==> src/rtl/ysyx_22041412_ifu_if.sv <==
// ysyx_22041412_ifu_if: redirect, instruction-memory and IF/ID handshake signals of the fetch unit
interface ysyx_22041412_ifu_if;
    logic        redirect_valid;
    logic [63:0] redirect_pc;
    logic        imem_req_valid;
    logic [63:0] imem_req_addr;
    logic        imem_req_ready;
    logic        imem_resp_valid;
    logic [31:0] imem_resp_data;
    logic        if_valid;
    logic [63:0] if_pc;
    logic [31:0] if_inst;
    logic        id_ready;
    modport master (
        input  redirect_valid, redirect_pc, imem_req_ready, imem_resp_valid, imem_resp_data, id_ready,
        output imem_req_valid, imem_req_addr, if_valid, if_pc, if_inst
    );
    modport slave (
        output redirect_valid, redirect_pc, imem_req_ready, imem_resp_valid, imem_resp_data, id_ready,
        input  imem_req_valid, imem_req_addr, if_valid, if_pc, if_inst
    );
endinterface

==> src/rtl/ysyx_22041412_ifu.sv <==
// ysyx_22041412_ifu: in-order instruction fetch with a DEPTH-entry response queue and redirect flush
module ysyx_22041412_ifu #(
    parameter logic [63:0] RESET_PC = 64'h0000_0000_8000_0000,
    parameter int          DEPTH    = 4
) (
    input logic                 clk,
    input logic                 rst,
    ysyx_22041412_ifu_if.master bus
);
    localparam int AW = $clog2(DEPTH);
    logic [63:0]    fetch_pc;
    logic [63:0]    pc_q   [DEPTH];
    logic [31:0]    inst_q [DEPTH];
    logic [DEPTH-1:0] filled;
    logic [AW-1:0]  head, tail, fptr;
    logic [AW:0]    occ, unf, drop_cnt;
    logic           fire, fill, drop, pop;
    // occ never exceeds DEPTH, so its top bit alone means full
    assign bus.imem_req_valid = rst & ~occ[AW] & ~bus.redirect_valid;
    assign bus.imem_req_addr  = fetch_pc;
    assign fire = bus.imem_req_valid & bus.imem_req_ready;
    assign drop = bus.imem_resp_valid & (drop_cnt != '0);
    assign fill = bus.imem_resp_valid & (drop_cnt == '0) & (unf != '0);
    assign pop  = filled[head] & bus.id_ready;
    assign bus.if_valid = filled[head];
    assign bus.if_pc    = filled[head] ? pc_q[head] : '0;
    assign bus.if_inst  = filled[head] ? inst_q[head] : '0;
    always_ff @(posedge clk) begin
        if (fire) pc_q[tail] <= fetch_pc;
        if (fill) inst_q[fptr] <= bus.imem_resp_data;
    end
    always_ff @(posedge clk or negedge rst) begin
        if (!rst) begin
            fetch_pc <= RESET_PC;
            filled   <= '0;
            head     <= '0;
            tail     <= '0;
            fptr     <= '0;
            occ      <= '0;
            unf      <= '0;
            drop_cnt <= '0;
        end else if (bus.redirect_valid) begin
            fetch_pc <= bus.redirect_pc & ~64'd3;
            filled   <= '0;
            head     <= '0;
            tail     <= '0;
            fptr     <= '0;
            occ      <= '0;
            unf      <= '0;
            // every unfilled entry still owes a beat; the beat arriving now settles one debt
            drop_cnt <= drop_cnt + unf - (AW+1)'(drop | fill);
        end else begin
            if (fire) begin
                tail     <= tail + 1'b1;
                fetch_pc <= fetch_pc + 64'd4;
            end
            if (drop) drop_cnt <= drop_cnt - 1'b1;
            if (fill) begin
                filled[fptr] <= 1'b1;
                fptr         <= fptr + 1'b1;
            end
            if (pop) begin
                filled[head] <= 1'b0;
                head         <= head + 1'b1;
            end
            occ <= occ + (AW+1)'(fire) - (AW+1)'(pop);
            unf <= unf + (AW+1)'(fire) - (AW+1)'(fill);
        end
    end
    always_ff @(posedge clk)
        if (rst) assert (!(bus.imem_resp_valid && drop_cnt == '0 && unf == '0));
endmodule

==> src/flat_wrapper.sv <==
// flat-port wrapper written by rule: the top's interface ports become plain ports
module ysyx_22041412_ifu_flat 
#(
    parameter logic [63:0] RESET_PC = 64'h0000_0000_8000_0000,
    parameter int          DEPTH    = 4
)
  (clk, rst, bus_redirect_valid, bus_redirect_pc, bus_imem_req_ready, bus_imem_resp_valid, bus_imem_resp_data, bus_id_ready, bus_imem_req_valid, bus_imem_req_addr, bus_if_valid, bus_if_pc, bus_if_inst);
  ysyx_22041412_ifu_if bus_i ();
  input logic clk;
  input logic rst;
  input wire logic [$bits(bus_i.redirect_valid)-1:0] bus_redirect_valid;
  input wire logic [$bits(bus_i.redirect_pc)-1:0] bus_redirect_pc;
  input wire logic [$bits(bus_i.imem_req_ready)-1:0] bus_imem_req_ready;
  input wire logic [$bits(bus_i.imem_resp_valid)-1:0] bus_imem_resp_valid;
  input wire logic [$bits(bus_i.imem_resp_data)-1:0] bus_imem_resp_data;
  input wire logic [$bits(bus_i.id_ready)-1:0] bus_id_ready;
  output wire logic [$bits(bus_i.imem_req_valid)-1:0] bus_imem_req_valid;
  output wire logic [$bits(bus_i.imem_req_addr)-1:0] bus_imem_req_addr;
  output wire logic [$bits(bus_i.if_valid)-1:0] bus_if_valid;
  output wire logic [$bits(bus_i.if_pc)-1:0] bus_if_pc;
  output wire logic [$bits(bus_i.if_inst)-1:0] bus_if_inst;
  assign bus_i.redirect_valid = bus_redirect_valid;
  assign bus_i.redirect_pc = bus_redirect_pc;
  assign bus_i.imem_req_ready = bus_imem_req_ready;
  assign bus_i.imem_resp_valid = bus_imem_resp_valid;
  assign bus_i.imem_resp_data = bus_imem_resp_data;
  assign bus_i.id_ready = bus_id_ready;
  assign bus_imem_req_valid = bus_i.imem_req_valid;
  assign bus_imem_req_addr = bus_i.imem_req_addr;
  assign bus_if_valid = bus_i.if_valid;
  assign bus_if_pc = bus_i.if_pc;
  assign bus_if_inst = bus_i.if_inst;
  ysyx_22041412_ifu #(.RESET_PC(RESET_PC), .DEPTH(DEPTH)) u_core (.clk(clk), .rst(rst), .bus(bus_i));
endmodule
==> config.mk <==
export PLATFORM = sky130hd
export DESIGN_NAME = ysyx_22041412_ifu_flat
export DESIGN_NICKNAME = d
export VERILOG_FILES = /design/src/rtl/ysyx_22041412_ifu_if.sv /design/src/rtl/ysyx_22041412_ifu.sv /design/src/flat_wrapper.sv
export SDC_FILE = /design/constraint.sdc
export NUM_CORES = 1
export LEC_CHECK = 0
export BUFFER_PORTS_ARGS = -buffer_cell sky130_fd_sc_hd__buf_2
export CORE_MARGIN = 1.5
export CORE_UTILIZATION = 40
export DETAILED_ROUTE_END_ITERATION = 10
export SETUP_SLACK_MARGIN = 0.3
export SKIP_CTS_REPAIR_TIMING = 1
export SYNTH_ARGS = -nofsm -noshare
export SYNTH_HDL_FRONTEND = slang
export SYNTH_SLANG_ARGS = --single-unit
==> constraint.sdc <==
create_clock -name clk -period 7.5 [get_ports clk]
set_clock_uncertainty 0.05 [all_clocks]
set_input_delay 1.5 -clock clk [delete_from_list [all_inputs] [get_ports clk]]
set_output_delay 1.5 -clock clk [all_outputs]
set_load 0.03 [all_outputs]
==> Implementation_results.wiki <==
{| class="wikitable"
! Metric !! Value
|-
| Status || completed
|-
| Number of port buffers || between 200 and 300
|-
| Total Die Area || between 40,000 and 50,000 µm²
|-
| Total count of max-transition violations in the final report || 0
|-
| LEAKAGE || approximately 0.008 µW
|-
| Max FO, Critical Path || 72
|-
| Starting density of the core || between 40% and 50%
|-
| Mean area per synthesized cell || ~16 µm²
|-
| Final Hold Violating Endpoints || 0
|-
| RSZ-0062 raised after global routing || false
|-
| Sequential cell area || approximately 13,000 µm²
|-
| # IOs || between 200 and 300
|-
| Highest Clock Rate || 0.2017 GHz
|-
| Slew of the pin with the lowest slew margin || approximately 1.1 ns
|-
| Number of max-cap violations || 0
|-
| Sum of negative setup slack || 0 ns
|-
| Data required, critical path || about 6 ns
|-
| Average detailed-routed wire length per instance || between 20 and 25 µm
|-
| Die boundary height || between 200 and 250 µm
|-
| Max VDD drop || approximately 0.18 mV
|-
| Clk sink count || around 460
|-
| Number of H-tree branching levels || 2
|-
| Number of nets in the layout || ~1,600
|-
| Power per cell area || ~260 nW/µm²
|-
| Share of the clock period used by the worst path || 66.11%
|-
| Area added between synthesis and finish || 18.36%
|-
| Avg Vias per Cell || 5.333
|-
| Clock slew at reported path FFs || ~0.060 ns
|-
| Kind of critical path || reg2out
|-
| Fraction of registers with async set/reset || 17.72%
|-
| Clock buffer depth || 3
|-
| Detailed placement HPWL || 28,590 µm
|-
| Type of the most critical hold path || reg2reg
|-
| Mapped cell area || 19,180 µm²
|-
| Drt total wl || ~46,000 µm
|-
| Max-slew headroom || between 20 and 30%
|-
| Total core area || around 48,000 µm²
|-
| CP cell instances || mux2i_1, mux2_4, buf_4, nor2b_1, buf_2
|-
| Worst path arrival time || 3.41 ns
|-
| Count of state elements after synthesis || roughly 460
|-
| Launching element type of the critical path || register
|-
| Number of buffers inserted during clock tree synthesis || 49
|-
| Slowest stage cell, crit path || sky130_fd_sc_hd__dfrtp_4
|-
| Diodes inserted || 0
|-
| Area of the multi-input gates || roughly 5500 µm²
|-
| Overall Power || roughly 6000 µW
|-
| Number of detailed-routing iterations run before antenna repair || 7
|-
| Most used flip-flop cell after synthesis || sky130_fd_sc_hd__edfxtp_1
|-
| Worst skew pair latency || approximately 0.58 ns
|-
| Number of distinct standard cells referenced by the synthesized netlist || between 50 and 60
|-
| Final worst path period need || about 5.0 ns
|-
| Drc violations || 0
|-
| Maximum number of pins on one net before global-route repair || 99
|-
| Total routing usage reported by global routing || a little under a fifth
|-
| Routed Antenna Nets || 0
|-
| Initial drt markers || roughly 730
|-
| Share of post-route cells with drive strength above 1 || between 30% and 40%
|-
| Longest individual stage delay on the worst path || 0.94 ns
|-
| Number of vias in the routed layout || between 10,000 and 15,000
|-
| Number of global-route vias before repair || between 10,000 and 15,000
|-
| Antenna violations before repair || 1
|-
| Routability congestion estimate || around 0.77
|-
| Yosys synthesis warning count || 0
|-
| Endpoint type of the worst setup path || output pin
|-
| Std-Cell Rows || 80
|-
| Setup violators final || 0
|-
| Die span in x || roughly 220 µm
|-
| Clock root cell || sky130_fd_sc_hd__clkbuf_16
|-
| Number of fill cells || 4,165
|-
| EDFF count, synth || between 300 and 400
|-
| Number of instances in the synthesized netlist || between 1,000 and 1,500
|-
| Post-synthesis sequential area ratio || around 69%
|-
| Wire length of the first global-routing pass || 69,310 µm
|-
| TritonCTS clock tree || yes
|-
| Congestion Overflow GR || 0
|}
-- where the power goes --
| part | internal [µW] | switching (µW) |
|---|---|---|
| Combinational | 205 | 341 |
| Sequential | 2860 | 110 |
| Clock | 1420 | 982 |
-- cells by family (layout without fill, tap and decap cells) --
logic type	count (synthesis)	in the layout	synth area share, %
flip-flops	457	457	69.43
AND/OR/NAND/NOR	354	354	10.27
multiplexers	102	102	11.47
AO/OA/AOI/OAI	94	94	3.072
buffers and inverters	94	386	1.996
XOR/XNOR	45	45	2.055
adder cells (fa/ha/maj)	24	24	1.683
other	1	4	0.01955
-- layout make-up --
cell class              instances  area share, %
clock buffers                  67          6.056
clock inverters                23          1.041
inverters                      28         0.4629
multi-input cells             623          24.25
flip-flops and latches        457          58.69
well taps                     615          3.389
repair buffers                268          6.106
-- critical path, delay by kind of cell, from the launching register on --
family                 cells  cell delay (ns)
multiplexers               2             1.11
AND/OR/NAND/NOR            1             0.10
flip-flops                 1             0.94
buffers and inverters      2             0.63
-- synth_stat cells (5+ instances only) --
master / count / area, µm²
sky130_fd_sc_hd__nor2b_1: 96 / 600.6
sky130_fd_sc_hd__xnor2_1: 30 / 262.8
sky130_fd_sc_hd__edfxtp_1: 376 / 11290
sky130_fd_sc_hd__xor2_1: 15 / 131.4
sky130_fd_sc_hd__nand4_1: 23 / 143.9
sky130_fd_sc_hd__nand4b_1: 6 / 52.55
sky130_fd_sc_hd__buf_1: 13 / 48.80
sky130_fd_sc_hd__or3_1: 8 / 50.05
sky130_fd_sc_hd__mux4_2: 94 / 2117
sky130_fd_sc_hd__inv_1: 28 / 105.1
sky130_fd_sc_hd__clkbuf_1: 47 / 176.4
sky130_fd_sc_hd__or4_1: 17 / 127.6
sky130_fd_sc_hd__nand3_1: 22 / 110.1
sky130_fd_sc_hd__nor4_1: 16 / 100.1
sky130_fd_sc_hd__and2_1: 5 / 31.28
sky130_fd_sc_hd__ha_1: 21 / 262.8
sky130_fd_sc_hd__and4_1: 5 / 43.79
sky130_fd_sc_hd__a31oi_1: 19 / 118.9
sky130_fd_sc_hd__dfrtp_1: 80 / 2002
sky130_fd_sc_hd__nand2_1: 72 / 270.3
sky130_fd_sc_hd__nor3_1: 12 / 60.06
sky130_fd_sc_hd__and3_1: 11 / 68.82
sky130_fd_sc_hd__o31ai_1: 14 / 105.1
sky130_fd_sc_hd__mux2i_1: 5 / 50.05
sky130_fd_sc_hd__o21ai_0: 38 / 190.2
sky130_fd_sc_hd__nor2_1: 45 / 168.9
-- worst paths after layout --
path / startpoint / endpoint / slack (ns) / depth (start not counted)
setup / recovery: u_core.head[1] / bus_if_pc[38] / 2.54 / 5
hold reg to reg: u_core.drop_cnt[2] / u_core.drop_cnt[2] / 0.44 / 1
max in group asynchronous: rst / u_core.bus.imem_req_addr[58] / 5.44 / 2
setup reg to reg: u_core.head[1] / u_core.occ[2] / 3.70 / 10
hold / removal: u_core.drop_cnt[2] / u_core.drop_cnt[2] / 0.44 / 1
min in group asynchronous: rst / u_core.tail[0] / 0.78 / 1
-- metal layers --
metal | global-route usage (%) | routed length [µm] | vias to the layer above
met1 | 25.16 | 20170 | 5663
met3 | 3.777 | 2369 | 72
met4 | 6.761 | 1295 | 2
met2 | 30.21 | 22100 | 315
li1 | - | - | 5047
met5 | 0 | 15 | -
-- registers in the layout, indices dropped and copies added (netlist names) --
register and cells:
u_core.head 2, u_core.drop_cnt 3, u_core.tail 2, u_core.occ 3, u_core.unf 3, u_core.filled 4
u_core.fptr 2, u_core.inst_q 128, u_core.bus.imem_req_addr 62, u_core.pc_q 248
-- layout by cell type, fill, tap and decap left out, types with 21 or more instances in the layout --
| master | synthesis | routed |
|---|---|---|
| sky130_fd_sc_hd__clkbuf_16 | 0 | 50 |
| sky130_fd_sc_hd__dfrtp_1 | 80 | 78 |
| sky130_fd_sc_hd__xnor2_1 | 30 | 30 |
| sky130_fd_sc_hd__edfxtp_1 | 376 | 376 |
| sky130_fd_sc_hd__inv_1 | 28 | 27 |
| sky130_fd_sc_hd__nor2b_1 | 96 | 96 |
| sky130_fd_sc_hd__nand2_1 | 72 | 72 |
| sky130_fd_sc_hd__nand3_1 | 22 | 22 |
| sky130_fd_sc_hd__nand4_1 | 23 | 23 |
| sky130_fd_sc_hd__buf_2 | 0 | 255 |
| sky130_fd_sc_hd__ha_1 | 21 | 21 |
| sky130_fd_sc_hd__mux4_2 | 94 | 94 |
| sky130_fd_sc_hd__o21ai_0 | 38 | 38 |
| sky130_fd_sc_hd__nor2_1 | 45 | 45 |
-- metrics by stage --
stage	util (%)	hold WS [ns]	instance area (µm²)	cells	setup WS, ns
after floorplan	-	0.4040	19190	1174	3.318
after global routing	47.76	0.4833	22710	2081	2.288
final	47.76	0.4359	22710	2081	2.541
after CTS	47.76	0.4421	22710	2081	2.336
after detailed placement	44.37	0.4301	21090	1991	2.545
after global placement	44.37	0.4211	21090	1991	2.601
Note: power is estimated with default switching activity, not from simulation.
